**config.mk**
```make
export PLATFORM = sky130hd
export DESIGN_NAME = gmii_rx_deframer_flat
export DESIGN_NICKNAME = d
export VERILOG_FILES = /design/src/rtl/gmii_rx_deframer_if.sv /design/src/rtl/gmii_rx_deframer.sv /design/src/flat_wrapper.sv
export SDC_FILE = /design/constraint.sdc
export NUM_CORES = 1
export LEC_CHECK = 0
export ABC_AREA = 0
export CAP_MARGIN = 20
export CORE_ASPECT_RATIO = 1.25
export CORE_UTILIZATION = 46
export CTS_CLUSTER_DIAMETER = 30
export CTS_CLUSTER_SIZE = 20
export DETAILED_ROUTE_END_ITERATION = 10
export PLACE_DENSITY = 0.68
export RECOVER_POWER = 100
export SYNTH_ARGS = -nofsm -noshare
export SYNTH_HDL_FRONTEND = slang
export SYNTH_SLANG_ARGS = --single-unit
```
**constraint.sdc**
```tcl
create_clock -name clk_i -period 2.6 [get_ports clk_i]
set_clock_uncertainty 0.1 [all_clocks]
set_input_delay 0.52 -clock clk_i [delete_from_list [all_inputs] [get_ports clk_i]]
set_output_delay 0.52 -clock clk_i [all_outputs]
set_load 0.01 [all_outputs]
```
**src/rtl/gmii_rx_deframer_if.sv**
```systemverilog
// gmii_rx_deframer_if
//   Bundles the GMII receive byte stream and the deframed output stream
//   for gmii_rx_deframer.
//   slave  : deframer side (consumes gmii_*, drives m_*)
//   master : environment side (drives gmii_*, consumes m_*)
// Signals:
//   gmii_dv_i   data valid from the MAC TX side
//   gmii_d_i    data byte, sampled while gmii_dv_i=1
//   m_data_o    frame byte, valid while m_valid_o=1
//   m_valid_o   one-cycle strobe per output byte
//   m_sof_o     first byte of frame (DA byte 0)
//   m_eof_o     last non-FCS byte of frame
//   m_err_o     with m_eof_o: frame is bad (CRC, runt or oversize)
interface gmii_rx_deframer_if;
  logic       gmii_dv_i;
  logic [7:0] gmii_d_i;
  logic [7:0] m_data_o;
  logic       m_valid_o;
  logic       m_sof_o;
  logic       m_eof_o;
  logic       m_err_o;

  modport slave (
    input  gmii_dv_i, gmii_d_i,
    output m_data_o, m_valid_o, m_sof_o, m_eof_o, m_err_o
  );

  modport master (
    output gmii_dv_i, gmii_d_i,
    input  m_data_o, m_valid_o, m_sof_o, m_eof_o, m_err_o
  );
endinterface

```
**src/rtl/gmii_rx_deframer.sv**
```systemverilog
// gmii_rx_deframer
//   Receive-side deframer. Strips preamble/SFD, holds back and removes the
//   4-byte FCS through a 5-deep delay line, checks length (MIN_LEN..MAX_LEN,
//   DA through FCS) and optionally CRC-32, and flags frame boundaries/errors.
//   Keeps wrapping 16-bit good/bad frame counters.
// Configuration macro:
//   GMII_RX_CRC_CHECK_EN  defined: CRC-32 checked and reported in m_err_o.
//                         undefined: no CRC logic, only runt/oversize flagged.
// Ports:
//   clk_i            clock, rising edge
//   rst_n_i          asynchronous active-low reset
//   bus              gmii_rx_deframer_if.slave (GMII in, frame stream out)
//   frame_ok_cnt_o   good frame counter (wraps)
//   frame_err_cnt_o  bad/dropped frame counter (wraps)
module gmii_rx_deframer #(
  parameter int unsigned MIN_LEN = 64,
  parameter int unsigned MAX_LEN = 1518
) (
  input  logic                 clk_i,
  input  logic                 rst_n_i,
  gmii_rx_deframer_if.slave    bus,
  output logic [15:0]          frame_ok_cnt_o,
  output logic [15:0]          frame_err_cnt_o
);

  typedef enum logic [1:0] {
    S_IDLE,
    S_PREAMBLE,
    S_DATA,
    S_DROP
  } state_e;

  localparam logic [7:0]  PRE_B = 8'h55;
  localparam logic [7:0]  SFD_B = 8'hD5;
  localparam logic [10:0] MIN_L = 11'(MIN_LEN);
  localparam logic [10:0] MAX_L = 11'(MAX_LEN);

  state_e          state_q, state_d;
  // Set by reset; a frame already in flight when reset releases is dropped.
  logic            first_q;
  // Delay line: entry 0 is the oldest byte.
  logic [4:0][7:0] line_q, line_d;
  logic [2:0]      fill_q, fill_d;
  logic [10:0]     len_q, len_d;
  logic            sof_pend_q, sof_pend_d;

  logic [7:0]      data_q, data_d;
  logic            valid_q, valid_d;
  logic            sof_q, sof_d;
  logic            eof_q, eof_d;
  logic            err_q, err_d;
  logic [15:0]     ok_cnt_q, ok_cnt_d;
  logic [15:0]     err_cnt_q, err_cnt_d;

  logic            len_bad;
  logic            crc_bad;

  wire             dv = bus.gmii_dv_i;
  wire  [7:0]      db = bus.gmii_d_i;

`ifdef GMII_RX_CRC_CHECK_EN
  localparam logic [31:0] CRC_RESIDUE = 32'hDEBB20E3;

  logic [31:0] crc_q, crc_d;

  // Reflected CRC-32 (0x04C11DB7 bit-reversed), one byte LSB first.
  function automatic logic [31:0] crc32_byte(input logic [31:0] c,
                                             input logic [7:0]  b);
    logic [31:0] r;
    r = c ^ {24'd0, b};
    for (int unsigned i = 0; i < 8; i++) begin
      r = r[0] ? ((r >> 1) ^ 32'hEDB88320) : (r >> 1);
    end
    return r;
  endfunction

  assign crc_bad = (crc_q != CRC_RESIDUE);

  always_ff @(posedge clk_i or negedge rst_n_i) begin
    if (!rst_n_i) crc_q <= '0;
    else          crc_q <= crc_d;
  end
`else
  assign crc_bad = 1'b0;
`endif

  assign len_bad = (len_q < MIN_L) || (len_q > MAX_L);

  // State register
  always_ff @(posedge clk_i or negedge rst_n_i) begin
    if (!rst_n_i) state_q <= S_IDLE;
    else          state_q <= state_d;
  end

  // Next-state logic
  always_comb begin
    state_d = state_q;
    case (state_q)
      S_IDLE: begin
        if (dv) begin
          if (first_q)           state_d = S_DROP;
          else if (db == PRE_B)  state_d = S_PREAMBLE;
          else if (db == SFD_B)  state_d = S_DATA;
          else                   state_d = S_DROP;
        end
      end
      S_PREAMBLE: begin
        if (!dv)                 state_d = S_IDLE;
        else if (db == SFD_B)    state_d = S_DATA;
        else if (db != PRE_B)    state_d = S_DROP;
      end
      S_DATA:  if (!dv) state_d = S_IDLE;
      S_DROP:  if (!dv) state_d = S_IDLE;
      default:          state_d = S_IDLE;
    endcase
  end

  // Output and datapath next-state logic
  always_comb begin
    line_d     = line_q;
    fill_d     = fill_q;
    len_d      = len_q;
    sof_pend_d = sof_pend_q;
    data_d     = '0;
    valid_d    = 1'b0;
    sof_d      = 1'b0;
    eof_d      = 1'b0;
    err_d      = 1'b0;
    ok_cnt_d   = ok_cnt_q;
    err_cnt_d  = err_cnt_q;
`ifdef GMII_RX_CRC_CHECK_EN
    crc_d      = crc_q;
`endif
    case (state_q)
      S_IDLE, S_PREAMBLE: begin
        if (state_d == S_DATA) begin
          line_d     = '0;
          fill_d     = '0;
          len_d      = '0;
          sof_pend_d = 1'b1;
`ifdef GMII_RX_CRC_CHECK_EN
          crc_d      = '1;
`endif
        end else if (state_d == S_DROP && !first_q) begin
          // Fragment left over from a reset abort is not counted as a frame.
          err_cnt_d = err_cnt_q + 16'd1;
        end
      end
      S_DATA: begin
        if (dv) begin
          len_d = (len_q == '1) ? len_q : len_q + 11'd1;
`ifdef GMII_RX_CRC_CHECK_EN
          crc_d = crc32_byte(crc_q, db);
`endif
          if (fill_q == 3'd5) begin
            data_d     = line_q[0];
            valid_d    = 1'b1;
            sof_d      = sof_pend_q;
            sof_pend_d = 1'b0;
            line_d     = {db, line_q[4:1]};
          end else begin
            line_d[fill_q] = db;
            fill_d         = fill_q + 3'd1;
          end
        end else begin
          // dv fall: the four newest bytes are the FCS and are discarded.
          if (fill_q == 3'd5) begin
            data_d  = line_q[0];
            valid_d = 1'b1;
            sof_d   = sof_pend_q;
            eof_d   = 1'b1;
            err_d   = len_bad || crc_bad;
            if (len_bad || crc_bad) err_cnt_d = err_cnt_q + 16'd1;
            else                    ok_cnt_d  = ok_cnt_q + 16'd1;
          end else begin
            err_cnt_d = err_cnt_q + 16'd1;
          end
          line_d     = '0;
          fill_d     = '0;
          sof_pend_d = 1'b0;
        end
      end
      default: ;
    endcase
  end

  always_ff @(posedge clk_i or negedge rst_n_i) begin
    if (!rst_n_i) begin
      first_q    <= 1'b1;
      line_q     <= '0;
      fill_q     <= '0;
      len_q      <= '0;
      sof_pend_q <= 1'b0;
      data_q     <= '0;
      valid_q    <= 1'b0;
      sof_q      <= 1'b0;
      eof_q      <= 1'b0;
      err_q      <= 1'b0;
      ok_cnt_q   <= '0;
      err_cnt_q  <= '0;
    end else begin
      first_q    <= 1'b0;
      line_q     <= line_d;
      fill_q     <= fill_d;
      len_q      <= len_d;
      sof_pend_q <= sof_pend_d;
      data_q     <= data_d;
      valid_q    <= valid_d;
      sof_q      <= sof_d;
      eof_q      <= eof_d;
      err_q      <= err_d;
      ok_cnt_q   <= ok_cnt_d;
      err_cnt_q  <= err_cnt_d;
    end
  end

  assign bus.m_data_o    = data_q;
  assign bus.m_valid_o   = valid_q;
  assign bus.m_sof_o     = sof_q;
  assign bus.m_eof_o     = eof_q;
  assign bus.m_err_o     = err_q;
  assign frame_ok_cnt_o  = ok_cnt_q;
  assign frame_err_cnt_o = err_cnt_q;

endmodule

```
**src/flat_wrapper.sv**
```systemverilog
// flat-port wrapper written by rule: the top's interface ports become plain ports
module gmii_rx_deframer_flat 
#(
  parameter int unsigned MIN_LEN = 64,
  parameter int unsigned MAX_LEN = 1518
)
  (clk_i, rst_n_i, frame_ok_cnt_o, frame_err_cnt_o, bus_gmii_dv_i, bus_gmii_d_i, bus_m_data_o, bus_m_valid_o, bus_m_sof_o, bus_m_eof_o, bus_m_err_o);
  gmii_rx_deframer_if bus_i ();
  input  logic clk_i;
  input  logic rst_n_i;
  output logic [15:0] frame_ok_cnt_o;
  output logic [15:0] frame_err_cnt_o;
  input wire logic [$bits(bus_i.gmii_dv_i)-1:0] bus_gmii_dv_i;
  input wire logic [$bits(bus_i.gmii_d_i)-1:0] bus_gmii_d_i;
  output wire logic [$bits(bus_i.m_data_o)-1:0] bus_m_data_o;
  output wire logic [$bits(bus_i.m_valid_o)-1:0] bus_m_valid_o;
  output wire logic [$bits(bus_i.m_sof_o)-1:0] bus_m_sof_o;
  output wire logic [$bits(bus_i.m_eof_o)-1:0] bus_m_eof_o;
  output wire logic [$bits(bus_i.m_err_o)-1:0] bus_m_err_o;
  assign bus_i.gmii_dv_i = bus_gmii_dv_i;
  assign bus_i.gmii_d_i = bus_gmii_d_i;
  assign bus_m_data_o = bus_i.m_data_o;
  assign bus_m_valid_o = bus_i.m_valid_o;
  assign bus_m_sof_o = bus_i.m_sof_o;
  assign bus_m_eof_o = bus_i.m_eof_o;
  assign bus_m_err_o = bus_i.m_err_o;
  gmii_rx_deframer #(.MIN_LEN(MIN_LEN), .MAX_LEN(MAX_LEN)) u_core (.clk_i(clk_i), .rst_n_i(rst_n_i), .bus(bus_i), .frame_ok_cnt_o(frame_ok_cnt_o), .frame_err_cnt_o(frame_err_cnt_o));
endmodule
```
### Yosys cells after proc, flatten, opt, wreduce, memory -nomap -nowiden

Index checks and enable logic that the tools add are counted.

| storage, ports and cells | value |
|---|---|
| word-level logic and storage cells | 105 |
| input bits | 11 |
| bits in registers | 102 |
| output and inout port bits | 44 |

| operators by class | value |
|---|---|
| bitwise operators | 2 |
| muxes and demuxes | 45 |
| reductions and logical operators | 14 |
| equal/unequal tests | 19 |
| magnitude comparators | 4 |
| add/sub/neg operators | 4 |

Operators with widths:

| kind | count |
|---|---|
| two-way mux 40 bit | 3 |
| two-way mux 16 bit | 5 |
| one-hot mux 40 bit (2 select lines) | 1 |
| bitwise mux 40 bit | 1 |
| two-way mux 11 bit | 3 |
| adder 16 x 1 -> 16 bit (second input constant) | 2 |
| one-hot mux 16 bit (2 select lines) | 1 |
| demux 8 bit (select 3 bit) | 1 |
| two-way mux 8 bit | 3 |
| one-hot mux 11 bit (2 select lines) | 1 |
| two-way mux 2 bit | 7 |
| two-way mux 1 bit | 13 |
| adder 11 x 1 -> 11 bit (second input constant) | 1 |
| == test 11 bit (second input constant) | 1 |
| greater-than comparator 11 bit (second input constant) | 1 |
| < comparator 11 x 7 -> 1 bit (second input constant) | 1 |
| two-way mux 3 bit | 3 |
| == test 2 bit (second input constant) | 4 |
| == test 8 x 7 -> 1 bit (second input constant) | 1 |
| == test 8 bit (second input constant) | 1 |
| inequality test 2 bit (second input constant) | 4 |
| inequality test 8 x 7 -> 1 bit (second input constant) | 1 |
| AND reduction 4 bit | 2 |
| inequality test 3 x 2 -> 1 bit (second input constant) | 2 |
| other kinds (20) | 25 |

### Longest topological paths before layout

| depth | value |
|---|---|
| word-level depth | 11 |
| gate-level depth with buffers | 9 |
| gate-level depth less buffers | 7 |

### Least setup slack after synthesis

No wires, ideal clock.

| timing path | value |
|---|---|
| kind | input port to flip-flop |
| start | input bus_gmii_d_i[5] |
| end | register u_core.line_q[16] (netlist bit) |
| data arrival time | 1.874 ns |
| data required time | 2.374 ns |
| path buffers | 1 |
| stages on the path | 6 |
| path slack | 0.500 ns |
| cells stage by stage | nand4b_1 -> nor4b_2 -> and4_1 -> buf_2 -> o22ai_1 -> a221o_1 |

| on the way | value |
|---|---|
| cells in the longest elaborated chain, start to end | 9 |
| elaborated cells on any way between the ends | 14 |

Ends and longest elaborated chain:

| what | RTL line | source |
|---|---|---|
| start: declaration | flat_wrapper.sv:14 | `input wire logic [$bits(bus_i.gmii_d_i)-1:0] bus_gmii_d_i;` |
| == test 8 bit | gmii_rx_deframer.sv:103, gmii_rx_deframer.sv:109 |  |
| two-way mux 1 bit | gmii_rx_deframer.sv:103 | `else if (db == SFD_B) state_d = S_DATA;` |
| two-way mux 2 bit | gmii_rx_deframer.sv:102 | `else if (db == PRE_B) state_d = S_PREAMBLE;` |
| two-way mux 2 bit | gmii_rx_deframer.sv:101 | `if (first_q) state_d = S_DROP;` |
| two-way mux 2 bit | gmii_rx_deframer.sv:100 | `if (dv) begin` |
| one-hot mux 2 bit (3 select lines) (*) | gmii_rx_deframer.sv:98 | `case (state_q)` |
| == test 2 bit (*) | gmii_rx_deframer.sv:136 | `if (state_d == S_DATA) begin` |
| inequality test 2 x 1 -> 1 bit (no line) (*) | -- |  |
| AND reduction 2 bit (no line) (*) | -- |  |
| end signal: assignment | gmii_rx_deframer.sv:203 | `line_q <= line_d;` |
| end: declaration | gmii_rx_deframer.sv:42 | `logic [4:0][7:0] line_q, line_d;` |

Every way passes the cells marked *; elsewhere a longest branch is shown, timed or not.
A chain may end at the register's enable or synchronous reset.

### Worst setup path after layout

| timing path | value |
|---|---|
| start | input bus_gmii_d_i[5] |
| end | register u_core.err_cnt_q[7], in the netlist u_core.frame_err_cnt_o[7] |

| on the way | value |
|---|---|
| cells in the longest elaborated chain, start to end | 10 |
| elaborated cells on any way between the ends | 17 |

Ends and longest elaborated chain:

| what | RTL line | source |
|---|---|---|
| == test 8 bit | gmii_rx_deframer.sv:103, gmii_rx_deframer.sv:109 |  |
| two-way mux 1 bit | gmii_rx_deframer.sv:103 |  |
| two-way mux 2 bit | gmii_rx_deframer.sv:102 |  |
| two-way mux 2 bit | gmii_rx_deframer.sv:101 |  |
| two-way mux 2 bit | gmii_rx_deframer.sv:100 |  |
| one-hot mux 2 bit (3 select lines) (*) | gmii_rx_deframer.sv:98 |  |
| == test 2 bit | gmii_rx_deframer.sv:144 | `end else if (state_d == S_DROP && !first_q) begin` |
| logical AND 1 bit | gmii_rx_deframer.sv:144 |  |
| inequality test 2 x 1 -> 1 bit (no line) | -- |  |
| AND reduction 5 bit (no line) (*) | -- |  |
| end signal: assignment | gmii_rx_deframer.sv:213 | `err_cnt_q <= err_cnt_d;` |
| end: declaration | gmii_rx_deframer.sv:53 | `logic [15:0] err_cnt_q, err_cnt_d;` |

Marks and branches as above.

==> metrics.cfg <==
[worst_setup_path]
cp.required_ns = 2.70
r2r-start = u_core.fill_q[1]
rrSetupSlack_ns = 0.23
crit_fanout = 14
r2r_end = u_core.frame_ok_cnt_o[5]
cp-end-kind = register
path_class = in -> reg
worstSetupEndpoint = u_core.frame_err_cnt_o[7]
crit_arrival_ns = 2.55
path_cells = clkdlybuf4s50_1 -> nand4b_1 -> nor4b_2 -> or4b_1 -> buf_12 -> a2111oi_0 -> xor2_1
cp-start-kind = input port
reg2reg_depth = 9
cp_slowest_cell = or4b_1
critPathMaxStageDelay_ns = 0.52
crit_start = bus_gmii_d_i[5]

[placed_design]
dpl_cell_area_sq_mm = 0.005549
place_inst = 607
gp_congestion = 0.7704
dp.final_hpwl_mm = 6.909
port-buffer-count = 54
pre_cts_ws_ns = -0.1363

[final_layout]
final_nets = 508
stdcell_area_sq_mm = 0.005762
layoutNonFillerInstCount = 623
drive_gt1_share_pct = 10.66
area_delta_synth_final_pct = 22.70
layout_common_cells = dfrtp_1, nor2_1, dlygate4sd3_1, nand2_1, a221o_1
layout_commonest_cell = dfrtp_1
n_antenna_cell = 0
utilization_pct = 59.04

[power_and_ir_drop]
combPwrFrac_pct = 16.5
power.share.clock_pct = 35.7
pwr-share-seq_pct = 47.8
ir_drop_mv = 0.3402
finalPower_mw = 4.080
intPower_mw = 2.977
switchingPower_mw = 1.104
p_leak_nw = 2.569
powerDensity_mw_per_mm2 = 708.2
swShare_pct = 27.05

[sta]
slew_headroom_pct = -35.53
rsz0062_at_grt = false
setup_ws_ns = 0.1505
finalHoldViolCount = 0
drv_slew = 38
whs_ns = 0.3704
fmax_ghz = 0.4083
worstMarginPinSlew_ns = 2.033
post-route-period-util_pct = 94.21
min_period_ns = 2.449
finalSetupTns_ns = 0
setup_viol = 0

[floorplanning]
coreArea_sq_mm = 0.009759
die_w_microns = 92.37
die_h_microns = 115.0
dieArea_sq_mm = 0.01062
io_pins = 55
rows = 40
initial_core_util_pct = 48.12

[routing]
drt_iter0_markers = 169
vias = 3478
ant_nets = 0
wl_per_cell_microns = 15.32
wl_mm = 9.544
first_pass_iters = 5
via_per_inst = 5.583
route.detailed.drc = 0

[grt]
antenna_found_initial = 0
grt_max_degree = 48
gr-usage-all-layers_pct = 19.62
grt.overflow.total = 0
grt_pass1_vias = 3560
grt_pass1_wl_mm = 16.54

[yosys]
synth_fp_nets = 430
syn_avg_cell_area_sq_um = 11.34
ys_seq_area_share_pct = 54.38
syn-instance-count = 414
yosys_register_bits = 102
synthTopCellsByArea = dfrtp_1, a221o_1, xor2_1
yosys_warnings = 0
synth_top_area_share_pct = 53.82
synth-main-ff-cell = dfrtp_1
synth_area_leader_cell = dfrtp_1
syn_area_sq_mm = 0.004696
ys_types = 56
async_reset_ff_share_pct = 100.0
synth_edf_count = 0

[clock_network]
clk_latency_ns = 0.34
ctsResizeCount = 0
cts-root-buf = clkbuf_16
hold_buffers = 0
post_cts_buffers = 0
cts_buffers = 9
cts_tree = built
clk_path_buf_depth = 2
cts.sinks = 102
clk_pin_slew_ns = 0.07
htree_levels = 3

[min_path]
worstHoldPathType = reg -> reg

[outcome]
violations = capacitance limit, slew limit
status = complete, but fails checks

[flow_run]
cap_violations = 1

[critical path: cells and delay by family]
kind                   cells  cell delay, ns
AO/OA/AOI/OAI              1            0.49
XOR/XNOR                   1            0.12
buffers and inverters      2            0.66
AND/OR/NAND/NOR            3            0.76
[Yosys cell counts, drive strengths merged, types with 3 or more instances]
| cell | n |
|---|---|
| nand3 | 18 |
| a2111oi | 3 |
| and2 | 9 |
| a22o | 8 |
| ha | 5 |
| or3 | 5 |
| nand2 | 34 |
| o21ai | 9 |
| xor2 | 24 |
| nor3 | 14 |
| dfrtp | 101 |
| o31ai | 3 |
| a21o | 3 |
| a21oi | 8 |
| a221o | 32 |
| o22ai | 3 |
| buf | 8 |
| nand4 | 7 |
| nor2 | 49 |
| nor4 | 7 |
| xnor2 | 11 |
| a211oi | 9 |
| inv | 13 |
| clkbuf | 7 |
[cell families after synthesis]
family	after synthesis	share of synthesized area [%]
AOI/OAI and AO/OA	85	16.57
xor gates and xnor gates	35	6.528
adders and majority gates	5	1.332
buffers and inverters	28	2.745
DFF	102	54.38
muxes	3	0.6928
other	1	0.07986
and+or+nand+nor	155	17.67
[registers in the layout, summed over array words and instances (netlist names)]
name,cells
u_core.line_q,40
u_core.frame_err_cnt_o,16
u_core.frame_ok_cnt_o,16
u_core.len_q,11
u_core.bus.m_data_o,8
u_core.fill_q,3
u_core.state_q,2
u_core.bus.m_eof_o,1
u_core.bus.m_err_o,1
u_core.bus.m_sof_o,1
u_core.bus.m_valid_o,1
u_core.first_q,1
u_core.sof_pend_q,1
[how the worst min path moves through the flow]
| stage | cells past startpoint | to | start | slack, ns |
|---|---|---|---|---|
| 3_3_place_gp | 2 | u_core.sof_pend_q | u_core.sof_pend_q | 0.36 |
| 6_report | 1 | u_core.frame_err_cnt_o[15] | u_core.frame_err_cnt_o[15] | 0.37 |
| 3_5_place_dp | 2 | u_core.sof_pend_q | u_core.sof_pend_q | 0.37 |
| 2_1_floorplan | 0 | u_core.bus.m_data_o[0] | rst_n_i | 0.12 |
| 4_1_cts | 1 | u_core.frame_ok_cnt_o[14] | rst_n_i | 0.05 |
| 5_1_grt | 2 | u_core.sof_pend_q | u_core.sof_pend_q | 0.41 |
[final cells by class]
class	count	area (sq um)
clock buffer	11	252.7
clock inverter	5	81.33
fill	844	3998
inverter	13	48.80
multi-input combinational	284	1921
sequential	102	2554
tap	126	157.7
timing repair buffer	82	747.0
[power groups by stage]
stage          Combinational, mW  Sequential (mW)  Clock [mW]
5_1_grt                    0.753             1.98        1.57
3_5_place_dp               0.742             1.98           0
4_1_cts                    0.747             1.95        1.50
6_report                   0.673             1.95        1.46
3_3_place_gp               0.719             1.98           0
2_1_floorplan              0.368             1.99           0
[metal layers]
metal  wire length (microns)  track usage [%]
met1                    4197            24.08
met2                    4860            34.37
met3                     347            3.307
met4                     139            7.813
met5                       0                0
(Power assumes the default switching activity.)
